--- config.mk ---
export PLATFORM = sky130hd
export DESIGN_NAME = pe_load_seq
export DESIGN_NICKNAME = d
export VERILOG_FILES = /design/src/rtl/pe_load_seq.sv
export SDC_FILE = /design/constraint.sdc
export NUM_CORES = 1
export LEC_CHECK = 0
export CAP_MARGIN = 20
export CORE_ASPECT_RATIO = 0.9
export CORE_UTILIZATION = 40
export DETAILED_ROUTE_END_ITERATION = 10
export PLACE_DENSITY = 0.69
export SLEW_MARGIN = 20
export SYNTH_ARGS = -nofsm -noshare
export SYNTH_HDL_FRONTEND = slang
export SYNTH_SLANG_ARGS = --single-unit
--- constraint.sdc ---
create_clock -name clk -period 4.2 [get_ports clk]
set_clock_uncertainty 0.05 [all_clocks]
set_input_delay 0.84 -clock clk [delete_from_list [all_inputs] [get_ports clk]]
set_output_delay 0.84 -clock clk [all_outputs]
set_load 0.05 [all_outputs]
--- src/rtl/pe_load_seq.sv ---
// pe_load_seq: weight-load sequencer feeding the daisy-chained PE load bus.
// Tags each accepted weight with its PE id and issues it one cycle later.
module pe_load_seq #(
  parameter int NUM_PE        = 16,
  parameter int WGT_PER_PE    = 2,
  parameter int ID_WIDTH      = 6,
  parameter int IN_DATA_WIDTH = 8
) (
  input  logic                     clk,
  input  logic                     rst_n,
  input  logic                     i_start,
  input  logic                     i_wgt_vld,
  input  logic [IN_DATA_WIDTH-1:0] i_wgt_data,
  output logic                     o_wgt_rdy,
  output logic                     o_load_vld,
  output logic [ID_WIDTH-1:0]      o_load_id,
  output logic [IN_DATA_WIDTH-1:0] o_load_data,
  output logic                     o_busy,
  output logic                     o_done,
  output logic                     o_start_err
);
  localparam int SW = (WGT_PER_PE > 1) ? $clog2(WGT_PER_PE) : 1;

  if (NUM_PE > 2**ID_WIDTH) begin : g_id_check
    $error("NUM_PE does not fit in ID_WIDTH");
  end

  typedef enum logic [1:0] {IDLE, LOAD, DONE} state_t;

  state_t                   r_state, w_next;
  logic [ID_WIDTH-1:0]      r_pe_cnt;
  logic [SW-1:0]            r_slot_cnt;
  logic                     r_load_vld, r_done, r_start_err;
  logic [ID_WIDTH-1:0]      r_load_id;
  logic [IN_DATA_WIDTH-1:0] r_load_data;
  logic                     w_acc, w_slot_last, w_pe_last, w_last;

  assign w_acc       = i_wgt_vld && o_wgt_rdy;
  assign w_slot_last = r_slot_cnt == SW'(WGT_PER_PE - 1);
  assign w_pe_last   = r_pe_cnt == ID_WIDTH'(NUM_PE - 1);
  assign w_last      = w_acc && w_slot_last && w_pe_last;

  always_ff @(posedge clk) begin
    if (!rst_n) r_state <= IDLE;
    else        r_state <= w_next;
  end

  always_comb begin
    w_next = (r_state == IDLE) ? (i_start ? LOAD : IDLE) :
             (r_state == LOAD) ? (w_last ? DONE : LOAD) : IDLE;
  end

  always_comb begin
    o_wgt_rdy = r_state == LOAD;
    o_busy    = r_state != IDLE;
  end

  // pe_cnt saturates on the final beat so it never leaves 0..NUM_PE-1
  always_ff @(posedge clk) begin
    if (!rst_n) begin
      r_pe_cnt    <= '0;
      r_slot_cnt  <= '0;
      r_load_vld  <= 1'b0;
      r_load_id   <= '0;
      r_load_data <= '0;
      r_done      <= 1'b0;
      r_start_err <= 1'b0;
    end else begin
      r_load_vld  <= w_acc;
      r_done      <= w_last;
      r_start_err <= i_start && r_state != IDLE;
      if (r_state == IDLE && i_start) begin
        r_pe_cnt   <= '0;
        r_slot_cnt <= '0;
      end else if (w_acc) begin
        r_slot_cnt <= w_slot_last ? '0 : r_slot_cnt + 1'b1;
        if (w_slot_last && !w_pe_last) r_pe_cnt <= r_pe_cnt + 1'b1;
      end
      if (w_acc) begin
        r_load_id   <= r_pe_cnt;
        r_load_data <= i_wgt_data;
      end
    end
  end

  assign o_load_vld  = r_load_vld;
  assign o_load_id   = r_load_id;
  assign o_load_data = r_load_data;
  assign o_done      = r_done;
  assign o_start_err = r_start_err;
endmodule

==> flow_summary_export.csv, run 1 <==
group,metric,value,unit
routing,vias,900,
critical_path,slowest_delay,810,ps
sta,fin_crit_sh,64.1,%
critical_path,arrival,1800,ps
global_routing,grt_pass1_vias,788,
logic_synthesis,syn_area_per_cell,9.06,um^2
flow_run,drv_cap,0,
logic_synthesis,syn_nets,131,
critical_path,cp-endpoint,"o_wgt_rdy",
die,coreArea,2490,um^2
routing,drc,0,
sta,min_period,2690,ps
die,num_rows,17,
logic_synthesis,netlist_area,1070,um^2
clock_tree,htreeDepth,1,
die,die_h,51.0,um
sta,relSlewSlack,49.5,%
logic_synthesis,yosysSeqAreaShare,48.7,%
critical_path,r2r_start,"r_pe_cnt[0]$_SDFFE_PP0P_",
sta,timing.fmax,371,MHz
routing,firstDrtPassIters,4,
sta,finalSetupTns,0,ps
run_status,status,"finished clean",
critical_path,slowest_stage,"clkdlybuf4s50_1",
hold_path,hold_class,"reg2reg",
die,start_util,42.9,%
critical_path,crit_type,"reg2out",
sta,worstMarginPinSlew,755,ps
pwr,peakVddDrop,0.277,mV
finish,layout.nets,159,
critical_path,end_kind,"output pin",
finish,drive_gt1_share,5.52,%
critical_path,regToRegSetupSlack,2700,ps
routing,wl_per_cell,11.3,um
clock_tree,post_cts_resized,0,
global_routing,grt_pass1_wl,3320,um
die,die_area,2880,um^2
clock_tree,clock-root-buffer,"clkbuf_4",
place,hpwlAfterDp,1390,um
global_routing,overflow,0,
finish,multi_input_area,513,um^2
pwr,power.density,340,nW/um^2
global_routing,grt_max_degree,27,
sta,rsz0062_at_grt,"false",
finish,fin_util,57.3,%
place,port_buffers,30,
die,die_w,56.5,um
finish,fillers,255,
pwr,leakage,0.000516,uW
clock_tree,clk_latency,320,ps
logic_synthesis,synth-seq-cells,26,
routing,final_antenna_net_count,0,
global_routing,grt.total_usage,14.9,%
routing,drt_iter0_markers,15,
place,gp_congestion,0.766,
logic_synthesis,synthCells,118,
global_routing,antenna_found_initial,0,
finish,insertedDiodeCount,0,
clock_tree,hold_buffers,0,
critical_path,cp-start-kind,"flop",
die,ios,31,
critical_path,crit_path_max_fanout,8,
clock_tree,ctsLongestPathBuffers,2,
sta,slew_viol_final,0,
routing,wirelength,1950,um
critical_path,ff2ff_path_depth,4,
sta,hold_viol,0,
critical_path,path_cells,"nor2b_1 > clkdlybuf4s50_1",
routing,vias_per_cell,5.20,
finish,seqCellArea,520,um^2
critical_path,cp.required,3310,ps
critical_path,crit_path_start,"r_state[0]$_SDFF_PN0_",
clock_tree,clk_pin_slew_worst_paths,140,ps
clock_tree,cts_sinks,26,
logic_synthesis,synth_cell_type_count,31,
clock_tree,cts_setup_buffers,0,
critical_path,r2r_end,"r_pe_cnt[0]$_SDFFE_PP0P_",
finish,syn2layout_area_growth,33.4,%
clock_tree,cts_made_buffers,3,
logic_synthesis,ys_warn_count,0,
sta,setup_violations,0,
clock_tree,cts_tree,"yes",
-- cell families (layout without fill, tap and decap cells) --
group / Yosys count / count (layout) / share of synthesized area [%]
simple gates: 55 / 55 / 27.3
compound gates: 24 / 24 / 15.9
xor+xnor: 1 / 1 / 0.820
mux: 3 / 3 / 2.81
flops: 26 / 26 / 48.7
buf+inv: 8 / 35 / 3.28
fa+ha+maj: 1 / 1 / 1.17
-- cells in the final DEF, fill, tap and decap left out --
master | synthesis | routed
nand4b_4 | 1 | 1
or3b_1 | 1 | 1
and2_1 | 1 | 1
a21oi_1 | 4 | 4
a211oi_1 | 1 | 1
and4b_1 | 1 | 1
nor2_1 | 3 | 3
nand3b_1 | 3 | 3
a21boi_1 | 9 | 9
nand3_1 | 6 | 6
and3_1 | 4 | 4
a21boi_0 | 5 | 5
dfxtp_1 | 26 | 26
o211ai_1 | 1 | 1
xnor2_1 | 1 | 1
a311oi_1 | 1 | 1
inv_1 | 1 | 1
nor2b_1 | 1 | 1
or2_2 | 1 | 1
mux2i_1 | 3 | 3
bufinv_16 | 0 | 1
nand2_1 | 30 | 30
or4_4 | 1 | 1
nand4b_1 | 1 | 1
clkbuf_4 | 0 | 3
clkdlybuf4s50_1 | 0 | 30
and3b_1 | 1 | 1
ha_1 | 1 | 1
a21oi_2 | 1 | 1
o21ai_0 | 1 | 1
o31ai_1 | 1 | 1
-- synth_stat cells --
cell type / number / area share, %
xnor2_1: 1 / 0.82
or2_2: 1 / 0.59
nand4b_4: 1 / 2.2
mux2i_1: 3 / 2.8
a21boi_1: 9 / 6.3
a211oi_1: 1 / 0.70
nand3b_1: 3 / 2.1
ha_1: 1 / 1.2
nand2_1: 30 / 11
o21ai_0: 1 / 0.47
o211ai_1: 1 / 0.70
and3_1: 4 / 2.3
inv_1: 1 / 0.35
or4_4: 1 / 1.1
nor2_1: 3 / 1.1
and3b_1: 1 / 0.82
a21oi_2: 1 / 0.82
a21boi_0: 5 / 3.5
nand4b_1: 1 / 0.82
and2_1: 1 / 0.59
clkbuf_2: 1 / 0.47
or3b_1: 1 / 0.82
o31ai_1: 1 / 0.70
dfxtp_1: 26 / 49
nand3_1: 6 / 2.8
a311oi_1: 1 / 0.82
clkbuf_1: 3 / 1.1
nor2b_1: 1 / 0.59
and4b_1: 1 / 0.94
buf_2: 3 / 1.4
a21oi_1: 4 / 1.9
-- power by group --
| group | internal (uW) | switching (uW) |
|---|---|---|
| clock network | 96.5 | 73.5 |
| registers | 252 | 3.89 |
| logic | 24.8 | 34.4 |
| total | 373 | 112 |
-- final cells by class --
| class | count | share of cell area (%) |
|---|---|---|
| Clock buffer | 3 | 1.58 |
| Multi-Input combinational cell | 84 | 36.0 |
| Clock inverter | 1 | 2.11 |
| Inverter | 1 | 0.263 |
| Tap cell | 28 | 2.46 |
| Sequential cell | 26 | 36.5 |
| Timing Repair Buffer | 30 | 21.1 |
-- worst min path at each step --
stage	startpoint	to	slack, ps	cells past startpoint
global placement	o_load_id[5]$_SDFFE_PN0P_	o_load_id[5]$_SDFFE_PN0P_	390	2
CTS	o_load_data[6]$_SDFFE_PN0P_	o_load_data[6]$_SDFFE_PN0P_	410	2
global route	o_load_data[4]$_SDFFE_PN0P_	o_load_data[4]$_SDFFE_PN0P_	440	2
floorplan	r_pe_cnt[1]$_SDFFE_PP0P_	o_load_id[1]$_SDFFE_PN0P_	410	2
finish	o_load_data[6]$_SDFFE_PN0P_	o_load_data[6]$_SDFFE_PN0P_	410	2
detailed placement	o_load_data[6]$_SDFFE_PN0P_	o_load_data[6]$_SDFFE_PN0P_	400	2
-- worst max-delay path, delay by kind of cell, from the launching register on --
family	cells	cell delay, ps
simple gates	1	170
flops	1	510
buf+inv	1	810
-- layer usage --
layer | part of all wire, % | track usage (%) | routed length [um] | vias up
met5 | 0 | 0 | 0 | -
met4 | 1.1 | 4.88 | 21 | 0
met3 | 3.9 | 5.32 | 77 | 4
met2 | 46 | 24.7 | 893 | 15
met1 | 49 | 18.0 | 960 | 419
li1 | - | - | - | 462
-- registers in the layout, indices dropped and copies added, names as in the netlist --
name,flops
o_load_data,8
o_load_id,6
r_pe_cnt,6
r_state,2
o_done,1
o_load_vld,1
o_start_err,1
r_slot_cnt,1
-- metrics by stage --
stage / instances / hold slack (ps) / power (uW) / worst slack (ps) / cell area [um^2]
after floorplan: 118 / 411 / 298 / 2140 / 1070
after global placement: 169 / 392 / 320 / 1790 / 1370
final: 173 / 411 / 485 / 1510 / 1430
after CTS: 173 / 415 / 491 / 1490 / 1430
after detailed placement: 169 / 396 / 321 / 1750 / 1370
after global routing: 173 / 439 / 508 / 1380 / 1430
No activity file was read; power rests on OpenSTA's default activity.
==> run 2: changes to the inputs <==
==> constraint.sdc (replaced) <==
create_clock -name clk -period 2.65 [get_ports clk]
set_clock_uncertainty 0.05 [all_clocks]
set_input_delay 0.53 -clock clk [delete_from_list [all_inputs] [get_ports clk]]
set_output_delay 0.53 -clock clk [all_outputs]
set_load 0.05 [all_outputs]
==> run 2 against run 1 <==
  * Non-clock buffer count increased by 1
  * Wire length increased by 10%
  * Clock power decreased by 5%
  * Utilization decreased by 0.91 points
  * Die area unchanged
  * First-iteration DRC count increased by 20%
  * Cell area decreased by 1.6%
  * Cell count unchanged
  * Sequential share of layout area increased by 0.59 points
  * Combinational power increased by 61%
  * Register-to-register slack got worse by 1600 ps
  * Flip-flop and latch count unchanged
==> flow_summary_export.csv, run 2 (synthesized netlist as in run 1, its figures left out) <==
group,metric,value,unit
run_status,status,"finished clean",
critical_path,r2r_start,"r_pe_cnt[0]$_SDFFE_PP0P_",
critical_path,cpLargestDelayFamily,"buffers and inverters",
critical_path,crit_type,"reg2out",
finish,drive_gt1_share,5.52,%
critical_path,arrival,1780,ps
routing,dr_wl_met2,1000,um
hold_path,min_from,"o_load_data[6]$_SDFFE_PN0P_",
routing,wl_met1,1030,um
finish,syn2layout_area_growth,31.3,%
flow_run,drv_cap,0,
sta,setup_violations,0,
finish,largest_reg_flops,8,
die,die_area,2880,um^2
die,coreArea,2490,um^2
sta,min_period,2360,ps
global_routing,grt.total_usage,16.6,%
clock_tree,clock-root-buffer,"clkbuf_4",
clock_tree,hold_buffers,0,
global_routing,antenna_found_initial,0,
die,ios,31,
routing,top_layer,"met4",
global_routing,grt_pass1_vias,866,
critical_path,end_kind,"output pin",
finish,insertedDiodeCount,0,
clock_tree,clk_latency,310,ps
sta,timing.fmax,423,MHz
sta,hold_viol,0,
routing,drt_iter0_markers,18,
sta,relSlewSlack,64.5,%
critical_path,slowest_stage,"clkdlybuf4s50_1",
finish,fin_util,56.4,%
global_routing,overflow,0,
die,num_rows,17,
clock_tree,post_cts_resized,0,
finish,layout.nets,160,
sta,worstMarginPinSlew,532,ps
sta,fin_crit_sh,89.2,%
clock_tree,clk_pin_slew_worst_paths,130,ps
routing,wirelength,2160,um
die,die_h,51.0,um
routing,firstDrtPassIters,2,
place,dp.cells,170,
sta,rsz0062_at_grt,"false",
global_routing,grt_pass1_wl,3700,um
critical_path,path_cells,"nor2b_1 > clkdlybuf4s50_1",
clock_tree,cts_tree,"yes",
die,die_w,56.5,um
clock_tree,cts_made_buffers,3,
pwr,p_total,663,uW
critical_path,cp-start-kind,"flop",
clock_tree,htreeDepth,1,
sta,slew_viol_final,0,
routing,drc,0,
critical_path,cp_num_buf_inv,1,
critical_path,regToRegSetupSlack,1150,ps
critical_path,crit_path_max_fanout,8,
hold_path,hold_class,"reg2reg",
pwr,power.density,472,nW/um^2
clock_tree,cts_setup_buffers,0,
routing,wl_met3,73,um
place,gp_congestion,0.776,
routing,wl_per_cell,12.5,um
clock_tree,cts_sinks,26,
place,port_buffers,30,
finish,final_cell_mix,"nand2_1, clkdlybuf4s50_1, dfxtp_1",
pwr,leakage,0.000507,uW
routing,vias,893,
global_routing,grt_max_degree,17,
critical_path,slowest_delay,810,ps
clock_tree,ctsLongestPathBuffers,2,
routing,vias_per_cell,5.16,
critical_path,cp.required,2070,ps
die,start_util,42.9,%
routing,final_antenna_net_count,0,
place,hpwlAfterDp,1590,um
critical_path,crit_path_start,"r_state[0]$_SDFF_PN0_",
pwr,peakVddDrop,0.334,mV
sta,finalSetupTns,0,ps
finish,final_cells,173,
==> run 2: changes by cell type in the layout (fill, tap and decap cells not counted), sizes merged <==
cell,previous run,this run
buf,0,1
bufinv,1,0
==> run 2: where the power goes <==
part           internal (uW)  switching [uW]  leakage (uW)  total (uW)
registers                399            6.31      0.000211         405
logic                   40.0            55.4      0.000282        95.3
clock network           53.2             109     0.0000138         162
total                    492             171      0.000507         663
==> run 2: stage by stage <==
| step | hold slack (ps) | setup slack [ps] | cell area, um^2 |
|---|---|---|---|
| CTS | 415 | 261 | 1400 |
| detailed placement | 397 | 598 | 1380 |
| finish | 413 | 286 | 1400 |
| global placement | 392 | 634 | 1380 |
| floorplan | 411 | 900 | 1070 |
| global route | 432 | 155 | 1400 |
==> run 2: metal layers <==
metal  GRT usage (%)  up-vias
met3            3.29        4
met4            8.54        0
met2            27.8       15
met1            20.4      413
li1                -      461
met5               0        -
==> run 2: layout make-up <==
type,count,area (um^2)
timing repair buffer,31,308
multi-input combinational,84,513
sequential,26,520
tap,28,35.0
fill,246,1090
clock buffer,3,22.5
inverter,1,3.75
==> run 2: path summary, 6_finish.rpt <==
| kind | to | cells past startpoint |
|---|---|---|
| worst min register to register | o_load_data[6]$_SDFFE_PN0P_ | 2 |
| worst max register to register | r_pe_cnt[0]$_SDFFE_PP0P_ | 4 |
| worst max-delay path | o_wgt_rdy | 2 |
| worst min-delay path | o_load_data[6]$_SDFFE_PN0P_ | 2 |
==> run 2: worst reg2reg max path: cells and delay by family, from the launching register on <==
family,cells,cell delay [ps]
AOI/OAI and AO/OA,1,320
adders and majority gates,1,250
DFF,1,370
muxes,1,230
and+or+nand+nor,1,220
==> run 3: changes to the inputs <==
--- a/config.mk
+++ b/config.mk
@@ -9,8 +9,10 @@
 export CORE_ASPECT_RATIO = 0.9
 export CORE_UTILIZATION = 40
 export DETAILED_ROUTE_END_ITERATION = 10
+export GPL_ROUTABILITY_DRIVEN = 1
 export PLACE_DENSITY = 0.69
-export SLEW_MARGIN = 20
+export REMOVE_ABC_BUFFERS = 1
+export SLEW_MARGIN = 25
 export SYNTH_ARGS = -nofsm -noshare
 export SYNTH_HDL_FRONTEND = slang
 export SYNTH_SLANG_ARGS = --single-unit
==> run 3 against run 2 <==
  * Critical path type unchanged
  * Maximum frequency about the same
  * Register-to-register slack about the same
  * Wire length decreased by 1.8%
  * Clock power increased by 65%
  * Die area is the same
  * Utilization increased by 1.2 points
  * Largest power group unchanged
==> flow_summary_export.csv, run 3 (synthesized netlist as in run 1, its figures left out) <==
group,metric,value,unit
global_routing,overflow,0,
sta,fin_crit_sh,89.2,%
sta,timing.fmax,423,MHz
sta,rsz0062_at_grt,"false",
routing,drc,0,
finish,multi_input_area,513,um^2
sta,relSlewSlack,62.0,%
global_routing,grt_pass1_wl,3540,um
hold_path,min_path_cells,2,
global_routing,busiest_layer,"met2",
global_routing,grt_pass1_vias,799,
pwr,leakage,0.000521,uW
critical_path,crit_type,"reg2out",
sta,hold_viol,0,
finish,largest_reg_flops,8,
die,die_w,56.5,um
routing,vias_per_cell,5.07,
global_routing,grt_max_degree,17,
finish,final_cell_mix,"nand2_1, clkdlybuf4s50_1, dfxtp_1",
clock_tree,clk_pin_slew_worst_paths,140,ps
critical_path,end_kind,"output pin",
clock_tree,htreeDepth,1,
pwr,peakVddDrop,0.367,mV
global_routing,grtUsageMet3,2.53,%
sta,finalSetupTns,0,ps
flow_run,drv_cap,0,
sta,slew_viol_final,0,
critical_path,ff2ff_path_depth,4,
clock_tree,cts_setup_buffers,0,
place,hpwlAfterDp,1500,um
finish,layout.nets,160,
finish,syn2layout_area_growth,34.1,%
critical_path,regToRegSetupSlack,1160,ps
sta,setup_violations,0,
place,dp.cells,170,
place,gp_congestion,0.740,
hold_path,min_from,"o_load_data[6]$_SDFFE_PN0P_",
global_routing,grt.total_usage,15.4,%
clock_tree,hold_buffers,0,
sta,fin_ws,286,ps
place,port_buffers,30,
clock_tree,post_cts_resized,0,
clock_tree,clk_latency,310,ps
hold_path,min_delay_worst_endpoint,"o_load_data[6]$_SDFFE_PN0P_",
routing,firstDrtPassIters,4,
clock_tree,cts_made_buffers,3,
critical_path,cp.required,2070,ps
clock_tree,ctsLongestPathBuffers,2,
routing,final_antenna_net_count,0,
clock_tree,cts_sinks,26,
sta,min_period,2360,ps
routing,wl_per_cell,12.2,um
global_routing,antenna_found_initial,0,
routing,drt_iter0_markers,8,
global_routing,grt_use_met1,21.0,%
critical_path,arrival,1780,ps
die,num_rows,17,
pwr,p_total,768,uW
critical_path,r2r_end,"r_pe_cnt[1]$_SDFFE_PP0P_",
die,coreArea,2490,um^2
clock_tree,cts_tree,"yes",
die,die_h,51.0,um
hold_path,hold_class,"reg2reg",
routing,vias,882,
finish,final_cells,174,
run_status,status,"finished clean",
finish,drive_gt1_share,6.16,%
place,place_ws,586,ps
global_routing,use_met2,25.9,%
sta,worstMarginPinSlew,570,ps
die,start_util,42.9,%
critical_path,slowest_stage,"clkdlybuf4s50_1",
clock_tree,clock-root-buffer,"clkbuf_4",
critical_path,slowest_delay,810,ps
die,ios,31,
critical_path,r2r_start,"r_pe_cnt[0]$_SDFFE_PP0P_",
finish,fillers,240,
finish,fin_util,57.6,%
pwr,power.density,536,nW/um^2
routing,wirelength,2120,um
finish,seqCellArea,520,um^2
die,die_area,2880,um^2
finish,insertedDiodeCount,0,
critical_path,cp-start-kind,"flop",
critical_path,crit_path_max_fanout,8,
critical_path,path_cells,"nor2b_1 > clkdlybuf4s50_1",
[run 3: how the worst max path moves through the flow]
stage	slack, ps	end	cells past startpoint	start
finish	290	o_wgt_rdy	2	r_state[0]$_SDFF_PN0_
global route	160	o_wgt_rdy	2	r_state[0]$_SDFF_PN0_
CTS	260	o_wgt_rdy	2	r_state[0]$_SDFF_PN0_
detailed placement	590	r_slot_cnt$_SDFFE_PP0P_	4	i_wgt_vld
global placement	630	r_slot_cnt$_SDFFE_PP0P_	4	i_wgt_vld
floorplan	900	o_wgt_rdy	1	r_state[0]$_SDFF_PN0_
[run 3: final cells by class]
class / count / area share, %
timing repair buffer: 31 / 21.5
clock inverter: 1 / 2.10
multi-input combinational: 84 / 35.8
tap: 28 / 2.45
inverter: 1 / 0.262
clock buffer: 3 / 1.57
sequential: 26 / 36.3
[run 3: through the flow]
step / cell area, um^2 / hold WS [ps]
after floorplan: 1040 / 411
after global placement: 1380 / 392
after detailed placement: 1380 / 398
after CTS: 1430 / 415
after global routing: 1430 / 441
final: 1430 / 414
[run 3: metal layers]
layer  vias to the layer above  part of all wire, %
li1                        457                    -
met1                       404                   51
met2                        19                   45
met3                         2                  4.3
met4                         0                 0.47
met5                         -                    0
[run 3: report_power, final]
part	internal, uW	switching (uW)
Sequential	399	6.11
Combinational	39.9	56.2
Clock	153	114
[run 3: critical path, delay by kind of cell, from the launching register on]
family                 cells  cell delay [ps]
DFF                        1              490
and+or+nand+nor            1              170
buffers and inverters      1              810
